`config.mk`:
```
export PLATFORM = sky130hd
export DESIGN_NAME = int_sched_ctl
export DESIGN_NICKNAME = d
export VERILOG_FILES = /design/src/rtl/int_sched_ctl.sv
export SDC_FILE = /design/constraint.sdc
export NUM_CORES = 1
export LEC_CHECK = 0
export ABC_AREA = 1
export BUFFER_PORTS_ARGS = -buffer_cell sky130_fd_sc_hd__buf_2
export CAP_MARGIN = 5
export CORE_ASPECT_RATIO = 0.5
export CORE_MARGIN = 2
export CORE_UTILIZATION = 29
export DETAILED_ROUTE_END_ITERATION = 6
export SLEW_MARGIN = 0
export SYNTH_ARGS = -nofsm -noshare
export SYNTH_HDL_FRONTEND = slang
export SYNTH_SLANG_ARGS = --single-unit
```
`constraint.sdc`:
```
create_clock -name SIM_CLK -period 2.3 [get_ports SIM_CLK]
set_input_delay 0.46 -clock SIM_CLK [delete_from_list [all_inputs] [get_ports SIM_CLK]]
set_output_delay 0.46 -clock SIM_CLK [all_outputs]
set_load 0.01 [all_outputs]
```
`src/rtl/int_sched_ctl.sv`:
```
// Interrupt scheduler: synchronises seven discrete interrupt lines, captures
// rising edges, latches them into a pending register on each sampling strobe,
// and raises SINT to the computer with a read/clear/lockout handshake.
module int_sched_ctl #(
  parameter int unsigned LOCKOUT = 4
) (
  input  logic       SIM_CLK,
  input  logic       SIM_RST,
  input  logic [6:0] INTR,
  input  logic       PHASE_STB,
  input  logic       INHB_WE,
  input  logic [6:0] INHB_D,
  input  logic       RST_WE,
  input  logic [6:0] RST_D,
  input  logic       RD_REQ,
  output logic [6:0] RD_DATA,
  output logic       RD_ACK,
  output logic       SINT,
  output logic [6:0] PEND,
  output logic [2:0] ID
);

  typedef enum logic [1:0] {IDLE, ACTIVE, WAITCLR, LOCK} state_t;

  state_t     state, state_next;
  logic [3:0] cnt, cnt_next;
  logic [6:0] sync1, sync2, hist;
  logic [1:0] warm;
  logic [6:0] edges;
  logic [6:0] cap;
  logic [6:0] inhb;
  logic [6:0] pend, pend_next;
  logic [6:0] set_bits, clr_bits;
  logic [6:0] rd_data;
  logic       rd_ack;

  // Two-flop synchroniser plus edge history, with a warm-up count after reset.
  always_ff @(posedge SIM_CLK or posedge SIM_RST) begin
    if (SIM_RST) begin
      sync1 <= '0;
      sync2 <= '0;
      hist  <= '0;
      warm  <= '0;
    end else begin
      sync1 <= INTR;
      sync2 <= sync1;
      hist  <= sync2;
      if (warm != 2'd3) warm <= warm + 2'd1;
    end
  end

  // Edges are only trusted once the history flop holds a post-reset sample,
  // so a line already high at reset release is not seen as a new edge.
  always_comb begin
    edges = (warm == 2'd3) ? (sync2 & ~hist) : '0;
  end

  // Pending set/clear terms; a set of a bit overrides a clear in the same cycle.
  always_comb begin
    set_bits  = PHASE_STB ? (cap & ~inhb) : '0;
    clr_bits  = RST_WE ? RST_D : '0;
    pend_next = (pend & ~clr_bits) | set_bits;
  end

  // Capture, pending, inhibit mask and read snapshot registers.
  always_ff @(posedge SIM_CLK or posedge SIM_RST) begin
    if (SIM_RST) begin
      cap     <= '0;
      pend    <= '0;
      inhb    <= '0;
      rd_data <= '0;
      rd_ack  <= 1'b0;
    end else begin
      cap    <= PHASE_STB ? edges : (cap | edges);
      pend   <= pend_next;
      rd_ack <= RD_REQ;
      if (INHB_WE) inhb <= INHB_D;
      if (RD_REQ) rd_data <= pend;
    end
  end

  // FSM state and lockout counter register.
  always_ff @(posedge SIM_CLK or posedge SIM_RST) begin
    if (SIM_RST) begin
      state <= IDLE;
      cnt   <= '0;
    end else begin
      state <= state_next;
      cnt   <= cnt_next;
    end
  end

  // FSM next-state and lockout counter logic.
  always_comb begin
    state_next = state;
    cnt_next   = cnt;
    case (state)
      IDLE: begin
        if (pend != '0) state_next = ACTIVE;
      end
      ACTIVE: begin
        if (RD_REQ) state_next = WAITCLR;
        else if (RST_WE && (pend_next == '0)) state_next = IDLE;
      end
      WAITCLR: begin
        if (RST_WE) begin
          state_next = LOCK;
          cnt_next   = 4'(LOCKOUT - 1);
        end
      end
      LOCK: begin
        if (cnt == '0) state_next = IDLE;
        else cnt_next = cnt - 4'd1;
      end
      default: state_next = IDLE;
    endcase
  end

  // Priority encode: lowest-numbered pending bit wins, 0 means none pending.
  always_comb begin
    ID = '0;
    for (int unsigned i = 7; i > 0; i--) begin
      if (pend[i-1]) ID = 3'(i);
    end
  end

  // Output assignments.
  always_comb begin
    SINT    = (state == ACTIVE);
    PEND    = pend;
    RD_DATA = rd_data;
    RD_ACK  = rd_ack;
  end

endmodule

```
# [Yosys cells after proc, flatten, opt, wreduce, memory -nomap -nowiden]
# Index checks and enable logic that the tools add are counted.
[totals] register_bits=58 inputBits=27 wordCells=59
[op_classes] n_addsub=2 eq_ne=10 muxes=20 n_bitwise=8 n_reduce_logical=8
[op_table] operator="$mux 7" count=4
[op_table] operator="$and 7x7->7" count=3
[op_table] operator="$mux 3" count=7
[op_table] operator="$not 7->7" count=3
[op_table] operator="$or 7x7->7" count=2
[op_table] operator="$mux 2" count=5
[op_table] operator="$ne 2x2->1 const B" count=5
[op_table] operator="$mux 4" count=2
[op_table] operator="$pmux 2 s4" count=1
[op_table] operator="$pmux 4 s2" count=1
[op_table] operator="$logic_not 7->1" count=1
[op_table] operator="$reduce_bool 7->1" count=1
[op_table] operator="$eq 2x2->1 const B" count=3
[op_table] operator="$logic_not 4->1" count=1
[op_table] operator="$reduce_and 4->1" count=1
[op_table] operator="$sub 4x1->4 const B" count=1
[op_table] operator="$ne 3x2->1 const B" count=1
[op_table] operator="$reduce_and 3->1" count=1
[op_table] operator="$add 2x1->2 const B" count=1
[op_table] operator="$eq 2x1->1 const B" count=1
[op_table] operator="$logic_not 2->1" count=1
[op_table] operator="$reduce_bool 2->1" count=1
[op_table] operator="$logic_and 1x1->1" count=1

# [Depth between registers and ports, before layout]
# Gate-level depths: netlist of the first run.
[depth] word_depth=9 ltp_mapped=10

# [Least setup slack after synthesis of the first run]
# No wires, ideal clock.
[synth_timing] path_kind="register to output" start="register pend[6] (netlist: PEND[6])" end="output ID[0]" arrival_time_ns=0.942 t_required_ns=1.840 setup_slack_ns=0.898 path_stages_with_launch=5 path_buffers=0 path_cell_list="dfrtp_1 > inv_1 > o21ai_0 > a21oi_1 > o21ai_0"
[synth_via] elab_chain_cells=7
[synth_rtl] item="start, declared" line="32" source="logic [6:0] pend, pend_next;"
[synth_rtl] item="start signal, assigned" line="75" source="pend <= pend_next;"
[synth_rtl] item="$mux 3 (7 in a row)" line="123" source="if (pend[i-1]) ID = 3'(i);"
[synth_rtl] item="end, declared" line="20" source="output logic [2:0] ID"
# Every way passes these cells.

# [Worst setup path in the final report of the first run]
[layout_timing] start="register pend[4] (netlist: PEND[4])" end="output ID[0]"
[layout_via] elab_chain_cells=5
[layout_rtl] item="$mux 3 (5 in a row)" line="123"
# Every way passes these cells.

==> impl_results.md, run 1 <==
* Number of search-and-repair iterations in the first detailed-routing pass at 6
* Skew final at about 0.0096 ns
* GPL Wtd Cong at 0.739
* Routed length per placed instance at between 10 and 15 um
* Kind of end point of the critical path: primary output
* Power density over the cells at roughly 1100 nW/um^2
* Final Hold Vio Count at 0
* Met2 layer wire length in the routed design at 2.18 mm
* Detailed route wirelength on metal3 at 185 um
* Antenna violations before repair at 0
* Iter 0 DRT Violations at 74
* Sort of element at the start of the critical path: flip-flop
* Quantity of I/O buffers inserted on ports at between 40 and 50
* Total design power at approximately 3.3 mW
* Clock root buffer: sky130_fd_sc_hd__clkbuf_16
* Share of post-route cells with drive strength above 1 at 27.7%
* Total routed wirelength at 4.32 mm
* Wire length of the first global-routing pass at 7.47 mm
* DRC violations left at 0
* Instance area at placement at 2570 um^2
* Count of final max-slew check failures at 0
* Standard cell core area at 7400 um^2
* Finish-stage setup viols at 0
* Synthesized Nets at 245
* Routed length on met1 at 1.90 mm
* Share of Yosys cell area claimed by the top area cell type at 64.9%
* Topmost layer with routed signal wires: met4
* Remaining global-route overflow at 0
* Total number of nets in the final design at about 300
* Detailed-route vias per instance at 4.21
* Resized Gates After CTS at 0
* Max Fanout on Critical Path at 4
* CTS tree: built
* Max Buffers Root-to-Sink at 2
* Static leakage at 1.46 nW
* Site Rows at 22
* Pin slew with the least headroom to its limit at 0.508 ns
* Worst Path Arrival at 1.34 ns
* Max Clock Freq at between 500 and 600 MHz
* Class of the tightest hold or removal check: in2async
* Number of sinks driven by the clock tree at 58
* Category of the most critical setup path: reg2out
* Synth unique cells at 22
* Count of warnings emitted by yosys at 0
* Hold buffers post-CTS at 0
* Effective utilization at floorplan at 30.2%
* Final setup TNS at 0 ns
* Post-route cell area at between 2000 and 3000 um^2
* Full die area at roughly 8500 um^2
* Global-route total usage across every layer at between 10% and 20%
* Die Wd at 128 um
* Dpl hpwl at 3.13 mm
* H-tree levels at 3
* Post-CTS Repair Setup Buffers at 0
* Endpoint required time on the critical path at between 1.5 and 2 ns
* Number of primary I/O pins at 46
* Total number of vias at between 1500 and 2000
* Share of the clock period used by the worst path at between 70% and 80%
* Maximum number of pins on one net before global-route repair at 26
* Cell types occupying the most area after synthesis: sky130_fd_sc_hd__dfrtp_1, sky130_fd_sc_hd__nand2_1, sky130_fd_sc_hd__o21ai_0
* Maximum ir drop on the vdd rail at approximately 400 uV
* Seq/Total Area, Yosys at 64.9%
* Unrepaired setup endpoints after global routing: false
* Shortest period the worst path allows at ~1.8 ns
* Layout-stage area growth over the synthesis result at 30.4%
* Maximum Capacitance Violations at 0
* Die extent in y at around 66 um
* Worst Reg-to-Reg Cells at 7
* Inserted Clock Buffers at 9
* Syn Std Cell Area at around 2200 um^2
* Number of global-route vias before repair at roughly 1700
* Worst hold slack across all endpoints at 0.170 ns
* Relative slew slack at ~66%
* Antenna fix cells at 0
* Outcome: finished, final reports clean
* Cells after Synth at 215
* FF+latch count, synth at 58
* Remaining number of nets flagged by the antenna check after routing at 0
* Yosys top cell by area: sky130_fd_sc_hd__dfrtp_1
* Register clock-pin slew on the reported worst setup and hold paths at 0.05 ns
* Mean area per synthesized cell at 10.4 um^2
* Worst skew pair latency at 0.32 ns
cells in the final DEF, fill, tap and decap left out, drive strengths merged:
cell,netlist,final
a21oi,4,4
mux2,1,1
inv,30,30
nor2,11,11
bufinv,0,3
ha,3,3
a31oi,2,2
nand2,46,46
nand4,1,1
nand3,13,13
dfrtp,58,58
o21ai,28,28
buf,2,48
clkinv,0,1
nand3b,7,7
xor2,2,2
xnor2,1,1
nor3,3,3
clkbuf,3,12
worst max-delay path: stages, from the launching register on:
cell	delay, ns
sky130_fd_sc_hd__dfrtp_1	0.42
sky130_fd_sc_hd__inv_1	0.12
sky130_fd_sc_hd__o21ai_0	0.09
sky130_fd_sc_hd__a21oi_1	0.14
sky130_fd_sc_hd__o21ai_0	0.09
sky130_fd_sc_hd__buf_2	0.15
registers in the layout, summed over array words and instances (netlist names), named ones only:
signal   count
PEND         7
RD_DATA      7
cap          7
hist         7
inhb         7
sync1        7
sync2        7
cnt          4
warm         2
RD_ACK       1
state        1
synth_stat cells:
cell / count
sky130_fd_sc_hd__o21ai_2: 1
sky130_fd_sc_hd__ha_1: 3
sky130_fd_sc_hd__buf_6: 2
sky130_fd_sc_hd__o21ai_1: 1
sky130_fd_sc_hd__nand3_1: 10
sky130_fd_sc_hd__inv_1: 30
sky130_fd_sc_hd__clkbuf_1: 3
sky130_fd_sc_hd__a31oi_1: 2
sky130_fd_sc_hd__mux2_2: 1
sky130_fd_sc_hd__nand3_2: 3
sky130_fd_sc_hd__nand2_2: 6
sky130_fd_sc_hd__o21ai_0: 26
sky130_fd_sc_hd__nor3_1: 3
sky130_fd_sc_hd__xor2_1: 2
sky130_fd_sc_hd__xnor2_1: 1
sky130_fd_sc_hd__dfrtp_1: 58
sky130_fd_sc_hd__a21oi_1: 4
sky130_fd_sc_hd__nor2_1: 9
sky130_fd_sc_hd__nand3b_1: 7
sky130_fd_sc_hd__nor2_2: 2
sky130_fd_sc_hd__nand4_1: 1
sky130_fd_sc_hd__nand2_1: 40
path summary, 6_finish.rpt:
kind                                from        to  slack [ns]
worst max-delay path             PEND[4]     ID[0]        0.50
min in group SIM_CLK             INTR[0]  sync1[0]        0.24
worst min-delay path             SIM_RST  state[0]        0.17
max in group asynchronous        SIM_RST    cnt[3]        1.55
worst min register to register  sync1[2]  sync2[2]        0.34
worst max register to register    cnt[0]    cnt[2]        0.83
through the flow:
step,worst slack [ns],util [%],cells
6_report,0.500,39.4,370
5_1_grt,0.397,39.4,370
4_1_cts,0.499,39.4,370
3_5_place_dp,0.833,34.7,354
3_3_place_gp,0.846,34.7,354
2_1_floorplan,0.412,-,215
cell families after synthesis:
group                      count (synthesis)  synth area share [%]
AOI/OAI and AO/OA                         34                  7.89
and+or+nand+nor                           81                  17.3
xor gates and xnor gates                   3                  1.17
adders and majority gates                  3                  1.68
buffers and inverters                     35                  6.54
muxes                                      1                 0.503
DFF                                       58                  64.9
routing by layer:
metal,vias to the layer above,global-route usage (%)
met3,5,4.85
met2,28,21.1
met5,-,0
met1,735,12.2
met4,0,5.36
li1,790,-
area by class of cell:
class | count | area (um^2)
clock buffers | 12 | 246
clock inverters | 4 | 98.8
fillers | 727 | 4490
inverters | 30 | 113
multi-input cells | 122 | 639
flip-flops and latches | 58 | 1450
well taps | 96 | 120
repair buffers | 48 | 248
power breakdown:
part           leakage, nW  switching, mW  internal (mW)
clock network        0.167          0.424           1.09
logic                0.597          0.333          0.200
registers            0.692         0.0995           1.16
Power figures use the tool's default switching activity.
==> run 2, diff against run 1 <==
==> constraint.sdc (replaced) <==
create_clock -name SIM_CLK -period 1.6 [get_ports SIM_CLK]
set_input_delay 0.32 -clock SIM_CLK [delete_from_list [all_inputs] [get_ports SIM_CLK]]
set_output_delay 0.32 -clock SIM_CLK [all_outputs]
set_load 0.01 [all_outputs]
==> run 2 against run 1 <==
- clock skew fell by 0.0050 ns
- wire length is 3.4% higher
- worst hold slack worse by 0.10 ns
- non-clock buffer count grew 5
- combinational power rose by 58%
- via count up 4.3%
- flip-flop and latch count unchanged
- sequential power up 42%
- critical endpoint is now ID[1]
- total power up 41%
- largest power group unchanged
- utilization up 0.57 points
==> impl_results.md, run 2 (same netlist as run 1, synthesis figures left out) <==
* Max Buffers Root-to-Sink at 2
* Wire length of the first global-routing pass at 7.79 mm
* Endpoint required time on the critical path at 1.28 ns
* Share of the clock period used by the worst path at 99.8%
* Total design power at 4.67 mW
* Total number of nets in the final design at between 300 and 400
* Kind of end point of the critical path: primary output
* Max Clock Freq at 626 MHz
* Commonest non-fill, non-tap cell in the layout: sky130_fd_sc_hd__dfrtp_1
* Routed length per placed instance at 11.9 um
* Detailed-route vias per instance at 4.33
* Number of sinks driven by the clock tree at 58
* Maximum number of pins on one net before global-route repair at 59
* Register clock-pin slew on the reported worst setup and hold paths at around 0.05 ns
* Startpoint of the most critical register-to-register path: cnt[0]
* Final Hold Vio Count at 0
* RR Endpoint: cnt[2]
* Pin slew with the least headroom to its limit at 0.384 ns
* Finish-stage setup viols at 0
* Antenna violations before repair at 0
* Worst Reg-to-Reg Cells at 7
* Site Rows at 22
* Dpl hpwl at 3.15 mm
* Area of the multi-input gates at 653 um^2
* Clock root buffer: sky130_fd_sc_hd__clkbuf_16
* CTS tree: built
* Shortest period the worst path allows at 1.60 ns
* Worst skew pair latency at 0.32 ns
* Relative slew slack at 74.3%
* Number of filler instances in the final layout at 721
* Number of global-route vias before repair at 1737
* Global-route total usage across every layer at 12.3%
* Count of final max-slew check failures at 0
* Category of the most critical setup path: reg2out
* Utilization after layout at 40.0%
* Remaining number of nets flagged by the antenna check after routing at 0
* Outcome: finished, final reports clean
* Static leakage at 1.47 nW
* Die extent in y at 66.1 um
* DRC violations left at 0
* Effective utilization at floorplan at 30.2%
* Worst Path Arrival at approximately 1.3 ns
* Skew final at 0.00453 ns
* Setup slack of the worst register-to-register path at between 0.1 and 0.15 ns
* Total number of vias at 1625
* Layout-stage area growth over the synthesis result at 32.3%
* Number of primary I/O pins at 46
* Maximum ir drop on the vdd rail at 442 uV
* Full die area at 8480 um^2
* Worst hold slack across all endpoints at 0.0685 ns
* Die Wd at about 130 um
* Remaining global-route overflow at 0
* Maximum Capacitance Violations at 0
* Inserted Clock Buffers at 9
* Iter 0 DRT Violations at 120
* Unrepaired setup endpoints after global routing: true
* GPL Wtd Cong at 0.780
* H-tree levels at 3
* Post-route cell area at between 2000 and 3000 um^2
* Power density over the cells at 1580 nW/um^2
* Sort of element at the start of the critical path: flip-flop
* Total routed wirelength at 4.46 mm
* Register cell area after layout at 1450 um^2
* Instance area at placement at 2570 um^2
* Max Fanout on Critical Path at 4
* Number of search-and-repair iterations in the first detailed-routing pass at 4
* Hold buffers post-CTS at 0
* Highest-count cells in the layout ignoring fill and taps: sky130_fd_sc_hd__dfrtp_1, sky130_fd_sc_hd__buf_2, sky130_fd_sc_hd__nand2_1
* Standard cell core area at 7400 um^2
* Quantity of I/O buffers inserted on ports at 45
* Antenna fix cells at 0
* Class of the tightest hold or removal check: in2async
* Share of post-route cells with drive strength above 1 at 31.9%
[run 2: cell count changes in the layout (fill, tap and decap cells not counted), moves of 2 or more]
| cell | before | now |
|---|---|---|
| sky130_fd_sc_hd__inv_2 | 1 | 4 |
| sky130_fd_sc_hd__clkinvlp_4 | 0 | 2 |
| sky130_fd_sc_hd__o21ai_0 | 26 | 24 |
| sky130_fd_sc_hd__inv_1 | 29 | 25 |
| sky130_fd_sc_hd__clkinv_2 | 0 | 2 |
| sky130_fd_sc_hd__buf_4 | 3 | 7 |
| sky130_fd_sc_hd__o21ai_1 | 1 | 3 |
[run 2: layout make-up]
type | count | share of cell area (%)
sequential | 58 | 49.0
multi-input combinational | 122 | 22.1
timing repair buffer | 53 | 10.1
clock buffer | 11 | 8.20
tap | 96 | 4.06
inverter | 30 | 3.93
clock inverter | 5 | 2.62
[run 2: timing repair]
| action | 4_1_cts | 5_1_grt |
|---|---|---|
| resized for setup | 6 | 3 |
| setup buffers | 7 | 0 |
| pin swaps | 1 | 0 |
| setup endpoints to repair | 3 | 3 |
| hold endpoints to repair | 0 | 0 |
[run 2: how the worst max path moves through the flow]
stage	from	end	slack, ns
finish	PEND[5]	ID[1]	0.003
global route	PEND[5]	ID[1]	-0.11
CTS	PEND[5]	ID[1]	-0.01
detailed placement	cnt[0]	cnt[2]	0.17
global placement	cnt[0]	cnt[2]	0.24
floorplan	PEND[6]	ID[0]	0.34
[run 2: power breakdown]
group | leakage (nW) | total (mW) | switching [mW] | internal [mW]
registers | 0.692 | 1.79 | 0.134 | 1.66
clock network | 0.156 | 2.03 | 0.633 | 1.40
logic | 0.623 | 0.841 | 0.509 | 0.332
[run 2: metrics by stage]
stage,setup TNS [ns],cells,setup WS [ns]
finish,0,375,0.00343
global placement,0,352,0.240
floorplan,0,215,0.338
detailed placement,0,352,0.171
CTS,-0.0124,375,-0.0124
global route,-0.191,375,-0.113
[run 2: metal layers]
layer	global-route usage (%)	share of wire, %
met3	6.23	4.2
met4	5.08	1.7
met5	0	0
met2	20.2	50
met1	13.7	44
[run 2: critical path, cell delays in order (launching register included)]
cell                      delay [ns]
sky130_fd_sc_hd__dfrtp_1        0.40
sky130_fd_sc_hd__nor2_2         0.13
sky130_fd_sc_hd__nor2_1         0.05
sky130_fd_sc_hd__a21oi_1        0.14
sky130_fd_sc_hd__a21oi_1        0.08
sky130_fd_sc_hd__buf_2          0.14
